### src/rtl/debounce_pkg.sv
// Shared debounce types and defaults.
// State codes plus settle-count constants reused by single-button debouncers.
package debounce_pkg;

  typedef enum logic [1:0] {
    ST_IDLE   = 2'b00,
    ST_SETTLE = 2'b01,
    ST_COMMIT = 2'b10
  } state_e;

  localparam int unsigned DEF_COUNT   = 1000000;
  localparam int unsigned DEF_COUNT_W = 20;

endpackage

### src/rtl/shared_debounce_scheduler_sync.sv
// N-wide two-flop synchronizer for raw button pins.
// Synchronous active-high reset clears both stages.
module btn_sync_bank #(
  parameter int N = 4
) (
  input  logic         clk,
  input  logic         reset,
  input  logic [N-1:0] d,
  output logic [N-1:0] q
);

  logic [N-1:0] s1_q, s1_d;
  logic [N-1:0] s2_q, s2_d;

  always_comb begin
    s1_d = d;
    s2_d = s1_q;
  end

  always_ff @(posedge clk) begin
    if (reset) begin
      s1_q <= '0;
      s2_q <= '0;
    end else begin
      s1_q <= s1_d;
      s2_q <= s2_d;
    end
  end

  assign q = s2_q;

endmodule

### src/rtl/shared_debounce_scheduler.sv
// Debounces N buttons with one settle counter shared round-robin.
// A button owns the counter until its change commits or reverts.
module shared_debounce_scheduler
  import debounce_pkg::*;
#(
  parameter int          N       = 4,
  parameter int          IDX_W   = 2,
  parameter int unsigned COUNT   = DEF_COUNT,
  parameter int          COUNT_W = DEF_COUNT_W
) (
  input  logic             clk,
  input  logic             reset,
  input  logic [N-1:0]     btn_raw,
  output logic [N-1:0]     btn_out,
  output logic [N-1:0]     btn_press,
  output logic             busy,
  output logic [IDX_W-1:0] active_idx
);

  state_e             state_q, state_d;
  logic [COUNT_W-1:0] cnt_q, cnt_d;
  logic [IDX_W-1:0]   rr_q, rr_d;
  logic [IDX_W-1:0]   idx_q, idx_d;
  logic               cand_q, cand_d;
  logic [N-1:0]       out_q, out_d;
  logic [N-1:0]       press_q, press_d;

  logic [N-1:0]       btn_sync;
  logic [N-1:0]       diff;
  logic [2*N-1:0]     rot2;
  logic [N-1:0]       rot;
  logic               found;
  logic [IDX_W-1:0]   off;
  logic [IDX_W:0]     gsum;
  logic [IDX_W-1:0]   grant;
  logic [IDX_W-1:0]   nxt;

  btn_sync_bank #(.N(N)) u_sync (
    .clk   (clk),
    .reset (reset),
    .d     (btn_raw),
    .q     (btn_sync)
  );

  assign diff = btn_sync ^ out_q;

  // Rotate so bit 0 is rr_q; lowest set bit is the circular winner.
  always_comb begin
    rot2  = {diff, diff} >> rr_q;
    rot   = rot2[N-1:0];
    found = |rot;
    off   = '0;
    for (int k = N - 1; k >= 0; k--) begin
      if (rot[k]) off = IDX_W'(k);
    end
    gsum = {1'b0, rr_q} + {1'b0, off};
    if (gsum >= (IDX_W+1)'(N)) gsum = gsum - (IDX_W+1)'(N);
    grant = gsum[IDX_W-1:0];
  end

  assign nxt = (idx_q == IDX_W'(N - 1)) ? '0 : idx_q + 1'b1;

  always_comb begin
    state_d = state_q;
    cnt_d   = cnt_q;
    rr_d    = rr_q;
    idx_d   = idx_q;
    cand_d  = cand_q;
    out_d   = out_q;
    press_d = '0;
    unique case (state_q)
      ST_IDLE: begin
        if (found) begin
          idx_d   = grant;
          cand_d  = btn_sync[grant];
          cnt_d   = '0;
          state_d = ST_SETTLE;
        end
      end
      ST_SETTLE: begin
        if (btn_sync[idx_q] != cand_q) begin
          state_d = ST_IDLE;
          rr_d    = nxt;
          cnt_d   = '0;
        end else if (cnt_q == COUNT_W'(COUNT - 1)) begin
          state_d = ST_COMMIT;
        end else begin
          cnt_d = cnt_q + 1'b1;
        end
      end
      ST_COMMIT: begin
        out_d[idx_q]   = cand_q;
        press_d[idx_q] = cand_q;
        rr_d           = nxt;
        state_d        = ST_IDLE;
      end
      default: state_d = ST_IDLE;
    endcase
  end

  always_ff @(posedge clk) begin
    if (reset) begin
      state_q <= ST_IDLE;
      cnt_q   <= '0;
      rr_q    <= '0;
      idx_q   <= '0;
      cand_q  <= 1'b0;
      out_q   <= '0;
      press_q <= '0;
    end else begin
      state_q <= state_d;
      cnt_q   <= cnt_d;
      rr_q    <= rr_d;
      idx_q   <= idx_d;
      cand_q  <= cand_d;
      out_q   <= out_d;
      press_q <= press_d;
    end
  end

  assign btn_out    = out_q;
  assign btn_press  = press_q;
  assign busy       = (state_q != ST_IDLE);
  assign active_idx = idx_q;

endmodule
### config.mk
export PLATFORM = sky130hd
export DESIGN_NAME = shared_debounce_scheduler
export DESIGN_NICKNAME = d
export VERILOG_FILES = /design/src/rtl/debounce_pkg.sv /design/src/rtl/shared_debounce_scheduler_sync.sv /design/src/rtl/shared_debounce_scheduler.sv
export SDC_FILE = /design/constraint.sdc
export NUM_CORES = 1
export LEC_CHECK = 0
export BUFFER_PORTS_ARGS = -buffer_cell sky130_fd_sc_hd__buf_2
export CAP_MARGIN = 20
export CORE_MARGIN = 1.5
export CORE_UTILIZATION = 50
export CTS_CLUSTER_DIAMETER = 120
export DETAILED_ROUTE_END_ITERATION = 10
export PLACE_DENSITY = 0.68
export SKIP_CTS_REPAIR_TIMING = 1
export SLEW_MARGIN = 20
export SYNTH_ARGS = -nofsm -noshare
export SYNTH_HDL_FRONTEND = slang
export SYNTH_SLANG_ARGS = --single-unit
### constraint.sdc
create_clock -name clk -period 4.9 [get_ports clk]
set_input_delay 0.49 -clock clk [delete_from_list [all_inputs] [get_ports clk]]
set_output_delay 0.49 -clock clk [all_outputs]
set_load 0.01 [all_outputs]
After elaboration in Yosys (flattened, before gate mapping)

Index checks and enable logic that the tools add are counted.

Output and inout bits: 11
Register bits: 43

Order comparisons: 4
Eq/ne operators: 9
Bitwise gates (word level): 3
Reductions and logical operators: 11
Shift operators: 1
Mux-type cells: 23
Add/sub/neg operators: 4

Operator list:

| cell                    | count |
|---|---|
| $mux W20                | 3 |
| $pmux W20 S2            | 1 |
| $add A20 B1 Y20 const B | 1 |
| $eq A20 B20 Y1 const B  | 1 |
| $mux W2                 | 10 |
| $pmux W2 S2             | 2 |
| $shr A8 B2 Y4           | 1 |
| $lt A2 B3 Y1 const B    | 2 |
| $ne A3 B3 Y1 const B    | 2 |
| $reduce_and A2 Y1       | 3 |
| $reduce_bool A2 Y1      | 3 |
| $and A4 B4 Y4           | 1 |
| $bmux W1 S2             | 2 |
| $bwmux W4               | 1 |
| $eq A2 B2 Y1 const B    | 2 |
| $ne A2 B2 Y1 const B    | 2 |
| $reduce_or A4 Y1        | 1 |
| $xor A4 B4 Y4           | 1 |
| $add A2 B2 Y3           | 1 |
| $ge A3 B3 Y1 const B    | 1 |
| $mux W1                 | 3 |
| $reduce_and A3 Y1       | 1 |
| $add A2 B1 Y2 const B   | 1 |
| $demux W1 S2            | 1 |
| 8 further kinds         | 8 |

Logic depth before layout (Yosys ltp)

Depth in word-level cells: 11
Mapped depth: 10
Gate-level depth less buffers: 10

By module

From an unflattened synthesis, not the netlist that was laid out.

Cell total of the unflattened synthesis: 243
Area, all modules: 2177.1 µm²

Modules (own cells, without submodules):

| module                    | cells each | instances | area an instance (µm²) |
|---|---|---|---|
| shared_debounce_scheduler | 227        | 1         | 1966.9 |
| btn_sync_bank             | 16         | 1         | 210.2 |

Worst setup path before layout

OpenSTA, ideal clock, no wires.

Path kind: reg2reg
Start point: register idx_q[0] (netlist: active_idx[0])
End point: register cnt_q[10]
Slack: 2.661 ns
Period minus slack after synthesis: 2.239 ns
Cell stages (with the launch flop): 8
Arrival time: 2.122 ns
Setup time: 0.117 ns
Path through: dfxtp_1 mux4_2 xnor2_2 or4b_4 buf_6 nand4_1 xor2_1 nor2_1

Word-level cells in the longest chain between the ends: 5

RTL lines:

| item                                                                      | line                             | source |
|---|---|---|
| from (decl)                                                               | shared_debounce_scheduler.sv:23  | `logic [IDX_W-1:0] idx_q, idx_d;` |
| from (signal assigned)                                                    | shared_debounce_scheduler.sv:114 | `idx_q <= idx_d;` |
| $bmux W1 S2 *                                                             | shared_debounce_scheduler.sv:81  | `if (btn_sync[idx_q] != cand_q) begin` |
| $mux W1 (not written as such) *                                           | shared_debounce_scheduler.sv:81  |  |
| $ne A1 B1 Y1 *                                                            | shared_debounce_scheduler.sv:81  |  |
| $ne A3 B3 Y1 (no source line) / $mux W20 (equally long branches)          | --                               |  |
| $reduce_and A3 Y1 (no source line) / $pmux W20 S2 (equally long branches) | --                               |  |
| to (signal assigned)                                                      | shared_debounce_scheduler.sv:112 | `cnt_q <= cnt_d;` |
| to (decl)                                                                 | shared_debounce_scheduler.sv:21  | `logic [COUNT_W-1:0] cnt_q, cnt_d;` |

Every way passes the cells marked *; elsewhere a longest branch is shown, timed or not. The select of a mux whose other input is x is not followed.
A chain may end at the register's enable or synchronous reset.

Final worst setup path

Start point: register u_sync.s2_q[0] (netlist: u_sync.q[0])
End point: register cnt_q[7]

Word-level cells in the longest chain between the ends: 5

RTL lines:

| item                                                                      | line                                                             | source |
|---|---|---|
| from (decl)                                                               | shared_debounce_scheduler_sync.sv:13                             | `logic [N-1:0] s2_q, s2_d;` |
| from (signal assigned)                                                    | shared_debounce_scheduler_sync.sv:23                             | `s2_q <= '0;` |
| from (signal assigned)                                                    | shared_debounce_scheduler_sync.sv:26                             | `s2_q <= s2_d;` |
| $xor A4 B4 Y4 / $bmux W1 S2 (equally long branches)                       | shared_debounce_scheduler.sv:45, shared_debounce_scheduler.sv:81 |  |
| $shr A8 B2 Y4 / $mux W1 (equally long branches)                           | shared_debounce_scheduler.sv:49, shared_debounce_scheduler.sv:81 |  |
| $reduce_or A4 Y1 / $ne A1 B1 Y1 (equally long branches)                   | shared_debounce_scheduler.sv:51, shared_debounce_scheduler.sv:81 |  |
| $ne A2 B2 Y1 (no source line) (tied with other cells)                     | --                                                               |  |
| $reduce_and A3 Y1 (no source line) / $pmux W20 S2 (equally long branches) | --                                                               |  |

Parallel ways exist; a longest one is shown, timed or not. The select of a mux whose other input is x is not followed.

==> results.yml <==
routing:
  drc_errors: 0
  dr_total_vias: 1609
  met2_length_um: 1880
  highest-signal-layer: "met4"
  m1WireLength_um: 1810
  detail_route.vias_per_cell: 5.42
  detail_route.iter0.violations: 76
  drtAntennaViolNets: 0
  drt_pass1_iterations: 4
  wl_met3_um: 159
  avgRoutedWirePerCell_um: 13.1
  detail_route.wirelength_um: 3900
sta:
  finalWorstSetupSlack_ns: 2.45
  final.hold.worst_slack_ns: 0.398
  fin_crit_sh: 0.499
  setup_viol: 0
  max_clock_freq_ghz: 0.409
  maxSlewViolCount: 0
  least_margin_pin_slew_ns: 0.743
  finalClockSkew_ns: 0.00896
  clock_period_minus_worst_slack_ns: 2.45
  worst_rel_slew_slack: 0.500
  final_hold_vios: 0
  grt_setup_unrepaired: "no"
  total_negative_setup_slacks_ns: 0
setup_path:
  endpoint_kind: "flip-flop"
  ff2ff_path_depth: 6
  cp_max_fo: 19
  cp_data_arrival_time_ns: 2.68
  setup_slack_on_the_worst_flop_to_flop_path_ns: 2.45
  crit_type: "flip-flop to flip-flop"
  startpoint: "u_sync.q[0]"
  r2r-end: "cnt_q[7]"
  reg2reg_from: "u_sync.q[0]"
  cp.required_ns: 5.13
  start_kind: "flip-flop"
floorplan:
  std_cell_rows: 23
  num_io_pins: 17
  die-area_mm2: 0.00458
  die_y_extent_um: 67.7
  placeableCoreArea_mm2: 0.00400
  initial_core_util: 0.523
  die_x_um: 67.7
clocking:
  clock_sink_count: 43
  clkSlewWorstSetupHoldPaths_ns: 0.09
  master_cell_of_the_clock_root_buffer: "clkbuf_8"
  cts_inserted_buffers: 5
  clock_tree.buffer_depth: 2
  insertion_delay_ns: 0.30
  cts.htree.levels: 2
  tritoncts: "done"
synthesis:
  synth-edff-count: 0
  synth_cells: 233
  postSynth.topFlopCell: "dfxtp_1"
  synthArstFlopShare: 0
  synth_top_area_share: 0.411
  mappedNetlistArea_mm2: 0.00209
  postSynthRegisterBits: 43
  synth_area_leaders: "dfxtp_1 41%, xor2_1 8.8%, nor2_1 5.4%"
  ys.warnings.count: 0
  synth_area_leader_cell: "dfxtp_1"
  synth_cell_type_count: 43
  proportion_of_synthesized_chip_area_in_sequential_cells: 0.411
  syn_area_per_cell_um2: 8.98
  synth_nets: 245
finish:
  seq_area_um2: 861
  areaGrowthSynthToFinish_pct: 9.75
  fillCellCount: 367
  antennaDiodeCount: 0
  multiInputGateArea_mm2: 0.00116
  finalNetCount: 259
  post_route_cells_drive_above_1_share: 0.113
  most_common_cell_after_layout_fill_and_taps_aside: "dfxtp_1"
  mostFrequentLayoutCells: "43 x dfxtp_1, 30 x nor2_1, 21 x xor2_1, 17 x nand4_1, 16 x buf_2"
placed_design:
  numPortBuffers: 16
  place_ws_ns: 2.48
  gp_congestion: 0.848
  dp_hpwl_um: 2830
power:
  leakage_power_uw: 0.000923
  share_seq_of_total_power: 0.515
  clockPowerShare: 0.374
  power_switching_share: 0.249
  final_total_pwr_uw: 717
  power.density_mw_per_mm2: 312
  p_switching_uw: 178
  combinationalPowerShare: 0.111
  p_int_uw: 538
  worst_ir_drop_vdd_mv: 0.206
global_routing:
  grt_max_degree: 24
  grt_first_pass_wirelength_um: 6610
  grt_antenna_before_repair: 0
  overflow: 0
  grt_util_all_layers: 0.196
  first_global_vias: 1453
status:
  result_of_the_run: "completed"
run:
  drv_cap: 0
hold_path:
  worstHoldPathType: "primary input to flip-flop"
  worst_hold_path.endpoint: "u_sync.s1_q[1]"
  timing.hold.worst.start: "btn_raw[1]"
  worstHoldPathCells: 2
-- logic make-up after synthesis --
kind of cell,after synthesis,synth area share
simple gates,111,0.282
mux,8,0.0443
compound gates,25,0.0855
xor+xnor,25,0.108
fa+ha+maj,6,0.0359
buf+inv,15,0.0323
flops,43,0.411
-- per-layer routing --
metal,vias up,global-route usage
met2,27,0.327
met3,5,0.0650
met4,0,0.0765
li1,838,-
met5,-,0
met1,739,0.231
-- worst max-delay path, cell delays in order (launching register included) --
cell and delay, ns:
dfxtp_1 0.38, xor2_1 0.50, nor4_1 0.24, a21oi_4 0.47
nand2_1 0.22, or4_1 0.43, a21oi_1 0.15
-- power by group through the flow --
stage | Combinational (µW) | Sequential, µW | Clock [µW]
2_1_floorplan | 64.1 | 375 | 0
3_3_place_gp | 79.1 | 377 | 0
3_5_place_dp | 79.9 | 377 | 0
4_1_cts | 80.3 | 369 | 277
5_1_grt | 89.4 | 371 | 290
6_report | 79.4 | 369 | 268
-- sequential cells by signal, summed over array words and instances, names as in the netlist --
name,flops
cnt_q,20
btn_out,4
btn_press,4
u_sync.q,4
u_sync.s1_q,4
active_idx,2
rr_q,2
state_q,2
cand_q,1
-- metrics by stage --
step                      utilization  cells  instance area (µm²)
after floorplan                     -    233                 2090
after global placement          0.547    290                 2190
after detailed placement        0.547    290                 2190
after CTS                       0.574    297                 2300
after global routing            0.574    297                 2300
final                           0.574    297                 2300
-- how the worst max path moves through the flow --
stage	endpoint	slack [ns]	depth (start not counted)
2_1_floorplan	cnt_q[10]	2.66	7
3_3_place_gp	cnt_q[7]	2.50	6
3_5_place_dp	cnt_q[7]	2.48	6
4_1_cts	cnt_q[7]	2.46	6
5_1_grt	cand_q	2.26	9
6_report	cnt_q[7]	2.45	6
-- synth_stat cells, drive strengths merged, types with 2 or more instances --
cell type,instances
nor4,2
dfxtp,43
and3,9
buf,4
ha,6
nand2b,4
a21oi,8
mux2i,7
nor3b,2
inv,6
nand3,12
and2,6
nor2b,9
o311ai,2
o31ai,2
xor2,21
nor2,30
nand4,17
xnor2,4
clkbuf,5
o21ai,4
nand2,13
-- cell type report --
cell class	instances	area share
flip-flops and latches	43	0.375
inverters	6	0.00981
clock inverters	2	0.0163
multi-input cells	175	0.507
well taps	50	0.0272
clock buffers	5	0.0300
repair buffers	16	0.0349
Note: power is estimated with default switching activity, not from simulation.
